### config.mk
export PLATFORM = sky130hd
export DESIGN_NAME = spi_slave
export DESIGN_NICKNAME = d
export VERILOG_FILES = /design/src/rtl/spi_pkg.sv /design/src/rtl/spi_sync_edge.sv /design/src/rtl/spi_slave.sv
export SDC_FILE = /design/constraint.sdc
export NUM_CORES = 1
export LEC_CHECK = 0
export CAP_MARGIN = 20
export CORE_AREA = 2 2 49 69
export CTS_CLUSTER_DIAMETER = 40
export CTS_CLUSTER_SIZE = 8
export DETAILED_ROUTE_END_ITERATION = 6
export DIE_AREA = 0 0 51 71
export GPL_TIMING_DRIVEN = 0
export PLACE_DENSITY_LB_ADDON = 0.2
export RECOVER_POWER = 100
export SYNTH_ARGS = -nofsm -noshare
export SYNTH_HDL_FRONTEND = slang
export SYNTH_SLANG_ARGS = --single-unit
### constraint.sdc
create_clock -name clk -period 4.3 [get_ports clk]
set_clock_uncertainty 0.1 [all_clocks]
set_input_delay 0.645 -clock clk [delete_from_list [all_inputs] [get_ports clk]]
set_output_delay 0.645 -clock clk [all_outputs]
set_load 0.01 [all_outputs]
### src/rtl/spi_pkg.sv
// rtl/spi_pkg.sv - shared SPI link types and constants
package spi_pkg;

  typedef enum logic [1:0] {
    IDLE,
    ARM,
    RECV,
    HOLD
  } spi_state_t;

  localparam int SPI_DATA_W  = 12;
  localparam int SPI_CLK_DIV = 11;

endpackage

### src/rtl/spi_sync_edge.sv
// rtl/spi_sync_edge.sv - multi-stage synchroniser with rise/fall pulses
module spi_sync_edge #(
  parameter int   STAGES    = 2,
  parameter logic RESET_VAL = 1'b0
) (
  input  logic clk,
  input  logic rst,
  input  logic d,
  output logic q,
  output logic rise,
  output logic fall
);

  logic [STAGES-1:0] chain;
  logic              prev;

  always_ff @(posedge clk) begin
    if (rst) begin
      chain <= {STAGES{RESET_VAL}};
      prev  <= RESET_VAL;
    end else begin
      chain <= {chain[STAGES-2:0], d};
      prev  <= chain[STAGES-1];
    end
  end

  assign q    = chain[STAGES-1];
  assign rise = chain[STAGES-1] & ~prev;
  assign fall = ~chain[STAGES-1] & prev;

endmodule

### src/rtl/spi_slave.sv
// rtl/spi_slave.sv - oversampling SPI receiver, one LSB-first word per cs-low frame
module spi_slave
  import spi_pkg::*;
#(
  parameter int DATA_W      = SPI_DATA_W,
  parameter int SYNC_STAGES = 2
) (
  input  logic              clk,
  input  logic              rst,
  input  logic              sclk,
  input  logic              cs,
  input  logic              mosi,
  output logic [DATA_W-1:0] dout,
  output logic              done,
  output logic              frame_err
);

  localparam int CNT_W = $clog2(DATA_W + 1);
  localparam int FLUSH = SYNC_STAGES + 1;
  localparam int FL_W  = $clog2(FLUSH + 1);

  logic sclk_s, sclk_rise, sclk_fall;
  logic cs_s, cs_rise, cs_fall;
  logic mosi_s, mosi_rise_unused, mosi_fall_unused;

  spi_sync_edge #(.STAGES(SYNC_STAGES), .RESET_VAL(1'b0)) u_sclk (
    .clk(clk), .rst(rst), .d(sclk), .q(sclk_s), .rise(sclk_rise), .fall(sclk_fall)
  );

  spi_sync_edge #(.STAGES(SYNC_STAGES), .RESET_VAL(1'b1)) u_cs (
    .clk(clk), .rst(rst), .d(cs), .q(cs_s), .rise(cs_rise), .fall(cs_fall)
  );

  spi_sync_edge #(.STAGES(SYNC_STAGES), .RESET_VAL(1'b0)) u_mosi (
    .clk(clk), .rst(rst), .d(mosi), .q(mosi_s), .rise(mosi_rise_unused), .fall(mosi_fall_unused)
  );

  // The cs chain resets high, so a cs held low through reset would fake a fall
  // while the reset values flush out; frames only start once real samples fill it.
  logic [FL_W-1:0] flush_cnt;
  logic            sync_ok;

  assign sync_ok = (flush_cnt == FL_W'(FLUSH));

  always_ff @(posedge clk) begin
    if (rst)
      flush_cnt <= '0;
    else if (!sync_ok)
      flush_cnt <= flush_cnt + 1'b1;
  end

  spi_state_t        state;
  logic [CNT_W-1:0]  cnt;
  logic [DATA_W-1:0] shift;
  logic [DATA_W-1:0] next_word;
  logic              last_bit;

  always_comb begin
    next_word = shift;
    for (int i = 0; i < DATA_W; i++)
      if (cnt == CNT_W'(i)) next_word[i] = mosi_s;
  end

  assign last_bit = (cnt == CNT_W'(DATA_W - 1));

  always_ff @(posedge clk) begin
    if (rst) begin
      state     <= IDLE;
      cnt       <= '0;
      shift     <= '0;
      dout      <= '0;
      done      <= 1'b0;
      frame_err <= 1'b0;
    end else begin
      done      <= 1'b0;
      frame_err <= 1'b0;
      case (state)
        IDLE: begin
          if (cs_fall && sync_ok) begin
            state <= ARM;
            cnt   <= '0;
            shift <= '0;
          end
        end
        ARM: begin
          if (cs_rise)
            state <= IDLE;
          else if (sclk_rise)
            state <= RECV;
        end
        RECV: begin
          // cs_rise takes priority over a coincident sclk fall, even on the last bit
          if (cs_rise) begin
            frame_err <= 1'b1;
            state     <= IDLE;
          end else if (sclk_fall) begin
            shift <= next_word;
            cnt   <= cnt + 1'b1;
            if (last_bit) begin
              dout  <= next_word;
              done  <= 1'b1;
              state <= HOLD;
            end
          end
        end
        HOLD: begin
          if (cs_rise)
            state <= IDLE;
        end
        default: state <= IDLE;
      endcase
    end
  end

endmodule

==> qor.txt, run 1 <==
Status: complete, no violations
WP data required: 4.42 ns
DR WL/cell: 13.9 µm
Row count: 24
Simple-gate portion of the synthesized area: 29.4%
Average vias per placed instance: 5.62
Worst reg2reg path startpoint: cnt[0]
Ratio of cells with drive above 1 in the final layout: 6.85%
CP Launch Type: register
Post-synth top flop: dfxtp_1
Main combinational cell family by area after synthesis: simple AND/OR/NAND/NOR gates
Initial core utilization: 56.7%
Clock latency on the worst-skew pair: 0.29 ns
Slowest CP cell: nor4b_1
Crit-path max FO: 10
Port buffer count: 18
Top cells by area, synth: dfxtp_1 (48%), nand2_1 (8.9%), nand3_1 (5.8%), a32oi_1 (4.1%), ha_1 (3.6%)
Post-route ant nets: 0
F_max: 0.398 GHz
Die Area: 3620 µm²
Htree depth: 2
Worst IR Drop VDD: 0.279 mV
DR vias: 1450
Hold Slack: 0.329 ns
Global-route wire length before repair: 6.21 mm
CTS-repair resized insts: 0
Post-synth top cells: dfxtp_1 (41), nand2_1 (41), nand3_1 (20)
Xor-xnor portion of the synthesized cell area: 1.53%
TritonCTS Buffers: 5
First DRT Iteration DRCs: 42
Final setup margin: 1.79 ns
Library cells used by synthesis: 34
Setup CP Type: register to register
Number of synthesized flops with an enable pin: 0
Net Count, Synth: 205
DR DRC count: 0
Final WL: 3.58 mm
Layout fillers: 265
CTS clk-pin slew, worst paths: 0.07 ns
Adder-cell share of the synthesized area: 3.64%
RePlAce Congestion: 0.892
Mean Syn Cell Area: 8.82 µm²
Crit share post-route: 58.4%
Area Growth Syn to Fin: 16.2%
WP data arrival: 2.63 ns
Endpoint type of the worst setup path: register
Synth Area in Compound Gates: 12.5%
P_leak: 0.000752 µW
Critical path's largest stage delay: 0.83 ns
Finished Layout Cells: 258
Final nets: 230
Buf/Inv on CP: 2
Share of the synthesized area in the top cell type: 47.7%
Ys Warns: 0
RSZ-0062 raised after global routing: false
Hold Vio Cnt, Final: 0
Synthesized cell area: 1720 µm²
Max cap viols: 0
Post-synthesis mux area share: 0.582%
Inserted Diodes: 0
IO Pins: 19
Sum of net half-perimeters after detailed placement: 2.62 mm
Clk sinks: 41
Critical Path Start: cnt[0]
Area leader, netlist: dfxtp_1
Global route overflow: 0
Final setup viols: 0
CP cell instances: ha_1 -> inv_1 -> nor4b_1 -> clkbuf_1 -> nand2_1 -> a21oi_1
1st-pass router iterations: 4
CTS tree: built
GRT Total Usage: 22.8%
Seq/Total Area, Yosys: 47.7%
Hold buffer count at cts: 0
Root Driver: clkbuf_8
Largest net degree at the start of global routing: 12
Die span in x: 51 µm
Worst-case clock buffer depth: 2
Initial antenna violation count: 0
Crit-path leading delay family: simple AND/OR/NAND/NOR gates
Final setup TNS: 0 ns
Die Y-Extent: 71 µm
Register bit total from synthesis: 41
Setup bufs post-CTS: 0
Hold_sp: u_cs.chain[0]
Cells after DPL: 252
Cells after Synth: 195
Vias in the first global route: 1420
Relative slew margins: 36.8%
Min-Delay Path Class: register to register
Total power: 647 µW
Slew Viols, Final: 0
Least-Margin Pin Slew: 0.935 ns
Pwr Density: 324 nW/µm²
DP Worst Slack: 1.98 ns
Final min period: 2.51 ns
Core Box Area: 3030 µm²
Ys async rst share: 0%
## cells in the final DEF (no fill, tap or decap), types with 2 or more instances in the layout
cell type,Yosys,layout
nand2_1,41,41
dfxtp_1,41,41
nand3_1,20,20
dlygate4sd3_1,0,15
a21oi_1,12,12
nor2_1,9,9
a32oi_1,8,8
nor2b_1,7,7
clkbuf_1,3,6
inv_1,5,5
ha_1,5,5
clkbuf_8,0,5
nor4b_1,3,4
nor3_1,4,4
buf_2,4,3
or2_2,3,3
xor2_1,3,3
nand2b_1,3,3
a311oi_1,3,3
o211ai_1,3,3
clkdlybuf4s50_1,0,3
and2_0,0,2
## state kept, by name, summed over array words and instances, names as in the netlist
register / count
dout: 12
done: 1
u_cs.chain: 2
u_sclk.chain: 2
state: 2
u_mosi.chain: 2
u_sclk.prev: 1
shift: 11
cnt: 4
flush_cnt: 2
frame_err: 1
u_cs.prev: 1
## through the flow
step	cell area (µm²)	util, %
2_1_floorplan	1720	-
3_3_place_gp	1950	64.3
3_5_place_dp	1950	64.3
4_1_cts	2020	66.7
5_1_grt	2000	65.9
6_report	2000	65.9
## worst paths after layout
check | to | slack (ns) | depth (start not counted)
hold reg to reg | u_cs.chain[1] | 0.33 | 1
hold / removal | u_cs.chain[1] | 0.33 | 1
setup / recovery | dout[0] | 1.79 | 6
setup reg to reg | dout[0] | 1.79 | 6
## area by class of cell
class	count	area (µm²)	share of cell area, %
clock inverters	1	5.00	0.250
clock buffers	5	68.8	3.44
well taps	39	48.8	2.44
inverters	5	18.8	0.939
repair buffers	18	180	9.01
flip-flops and latches	41	821	41.1
plain buffers	11	56.3	2.82
multi-input cells	138	801	40.1
## metal layers
| layer | routed length (µm) | global-route usage, % |
|---|---|---|
| met3 | 140 | 6.75 |
| met1 | 1470 | 25.4 |
| met5 | 0 | 0 |
| met4 | 61 | 9.01 |
| met2 | 1910 | 39.7 |
## cells by family (layout without fill, tap and decap cells)
family / count (synthesis) / in the layout
DFF: 41 / 41
and+or+nand+nor: 99 / 99
buffers and inverters: 16 / 40
xor gates and xnor gates: 3 / 3
muxes: 1 / 1
AOI/OAI and AO/OA: 30 / 30
adders and majority gates: 5 / 5
## power breakdown
part / internal, µW / leakage (µW) / switching, µW
Sequential: 387 / 0.000332 / 5.01
Combinational: 12.4 / 0.000380 / 14.2
Clock: 107 / 0.0000399 / 122
Power figures use the tool's default switching activity.
==> run 2: changes to the inputs <==
Settings changed: CORE_AREA 2 2 49 69 to 2 2 51 72, DIE_AREA 0 0 51 71 to 0 0 53 74.
Clock period 4.3 ns to 2.55 ns, I/O delays scaled along.
==> qor.txt, run 2 (synthesis results as in run 1) <==
Status: complete, no violations
Int Power: 958 µW (+89%)
Initial core utilization: 52.4% (-4.3 points)
Crit-path max FO: 9 (-1)
Row count: 25 (+4.2%)
Sw power: 244 µW (+73%)
Hold-critical path depth: 1 (unchanged)
Internal reg-to-reg setup slack: 0.42 ns (-1.37 ns)
Final WL: 3.76 mm (+5.1%)
Reg-to-Reg End: dout[2]
Hold_sp: u_cs.chain[0]
Global route overflow: 0 (unchanged)
Ratio of cells with drive above 1 in the final layout: 8.18% (+1.3 points)
Worst IR Drop VDD: 0.456 mV (+63%)
Final nets: 230 (unchanged)
Largest regs: dout x12, shift x11, cnt x4
Max cap viols: 0 (unchanged)
Core Box Area: 3280 µm² (+8.3%)
Clk sinks: 41 (unchanged)
CP Launch Type: register
Final min period: 2.13 ns (-0.385 ns)
Setup CP Type: register to register
1st-pass router iterations: 4 (unchanged)
Worst reg2reg path depth: 6 (unchanged)
WP data required: 2.61 ns (-1.81 ns)
Slowest CP cell: or4b_1
DR WL/cell: 14.5 µm (+4.2%)
Critical path's largest stage delay: 0.58 ns (-0.25 ns)
Final setup margin: 0.423 ns (-1.37 ns)
Global-route wire length before repair: 6.23 mm (+0.32%)
DP Worst Slack: 0.462 ns (-1.52 ns)
Least-Margin Pin Slew: 0.801 ns (-0.134 ns)
First DRT Iteration DRCs: 45 (+7.1%)
Sequential power share: 54.9% (-5.7 points)
Gate power share: 3.9% (-0.2 points)
Setup bufs post-CTS: 0 (unchanged)
Min-Delay Path Class: register to register
RePlAce Congestion: 0.863 (-3.3%)
Sum of net half-perimeters after detailed placement: 2.74 mm (+4.4%)
CTS tree: built
DR vias: 1454 (+0.28%)
Hold Slack: 0.316 ns (-0.0131 ns)
Slew Viols, Final: 0 (unchanged)
Hold buffer count at cts: 0 (unchanged)
Hold Vio Cnt, Final: 0 (unchanged)
Clock latency on the worst-skew pair: 0.29 ns (about the same)
Vias in the first global route: 1435 (+1.1%)
Sw frac: 20.3% (-1.5 points)
Most frequent cells in the layout: nand2_1 (41), dfxtp_1 (41), nand3_1 (20)
Die span in x: 53 µm (+3.9%)
Worst hold endpoint: u_cs.chain[1]
Port buffer count: 18 (unchanged)
RSZ-0062 raised after global routing: false
Final setup TNS: 0 ns (unchanged)
DR DRC count: 0 (unchanged)
TritonCTS Buffers: 5 (unchanged)
Worst-case clock buffer depth: 2 (unchanged)
Pwr Density: 591 nW/µm² (+83%)
Relative slew margins: 45.8% (+9.0 points)
Inserted Diodes: 0 (unchanged)
Clock power frac: 41.2% (+5.9 points)
Area Growth Syn to Fin: 18.3%
Root Driver: clkbuf_8
Largest net degree at the start of global routing: 13 (+1)
Final setup viols: 0 (unchanged)
CTS clk-pin slew, worst paths: 0.07 ns (about the same)
CP cell instances: ha_1 -> inv_1 -> or4b_1 -> clkbuf_1 -> nand2_1 -> a21oi_1
F_max: 0.470 GHz (+18%)
P_leak: 0.000771 µW (+2.5%)
Crit share post-route: 83.4% (+25 points)
Htree depth: 2 (unchanged)
Largest register FFs: 12 (unchanged)
IO Pins: 19 (unchanged)
CTS-repair resized insts: 0 (unchanged)
Die Y-Extent: 74 µm (+4.2%)
Register name with the most flops: dout
Endpoint type of the worst setup path: register
Average vias per placed instance: 5.59 (-0.50%)
Die Area: 3920 µm² (+8.3%)
Post-route ant nets: 0 (unchanged)
Worst reg2reg path startpoint: cnt[0]
GRT Total Usage: 21.9% (-0.89 points)
Initial antenna violation count: 0 (unchanged)
WP data arrival: 2.19 ns (-0.44 ns)
==> run 2: final cells by class <==
class                           instances  area (µm²)
Multi-Input combinational cell        138         807
Fill cell                             315        1250
Sequential cell                        41         821
Tap cell                               40        50.0
Timing Repair Buffer                   18         180
Inverter                                5        18.8
Buffer                                 11        53.8
Clock inverter                          2        35.0
Clock buffer                            5        68.8
==> run 2: per-layer routing <==
layer | global-route usage (%) | vias up | routed length, µm
li1 | - | 726 | -
met1 | 22.7 | 672 | 1500
met2 | 40.7 | 48 | 2050
met3 | 5.42 | 8 | 139
met4 | 9.40 | 0 | 66
met5 | 0 | - | 0
==> run 2: per-stage QoR <==
stage / total power, µW / cell area [µm²] / instances / utilization, %
5_1_grt: 1250 / 2030 / 260 / 61.9
2_1_floorplan: 705 / 1720 / 195 / -
3_3_place_gp: 718 / 1950 / 253 / 59.4
6_report: 1200 / 2030 / 260 / 61.9
3_5_place_dp: 723 / 1950 / 253 / 59.4
4_1_cts: 1220 / 2050 / 260 / 62.6
==> run 2: power by group through the flow <==
stage | sequential (µW) | clock [µW] | combinational [µW]
final | 660 | 495 | 46.8
after global routing | 661 | 531 | 54.2
after CTS | 660 | 507 | 48.2
after detailed placement | 675 | 0 | 47.8
after global placement | 674 | 0 | 44.1
after floorplan | 673 | 0 | 31.5
==> run 2: worst max path at each step <==
stage	startpoint	slack, ns	cells after the start	to
after floorplan	cnt[0]	0.81	6	dout[5]
after global placement	rst	0.51	5	shift[7]
after detailed placement	rst	0.46	5	shift[2]
after CTS	flush_cnt[0]	0.52	6	shift[7]
after global routing	cnt[0]	0.26	6	dout[2]
final	cnt[0]	0.42	6	dout[2]
==> run 2: critical path, delay by kind of cell, from the launching register on <==
kind	cells	cell delay (ns)
AND/OR/NAND/NOR	2	0.72
AO/OA/AOI/OAI	1	0.07
buffers and inverters	2	0.39
adder cells (fa/ha/maj)	1	0.28
flip-flops	1	0.43
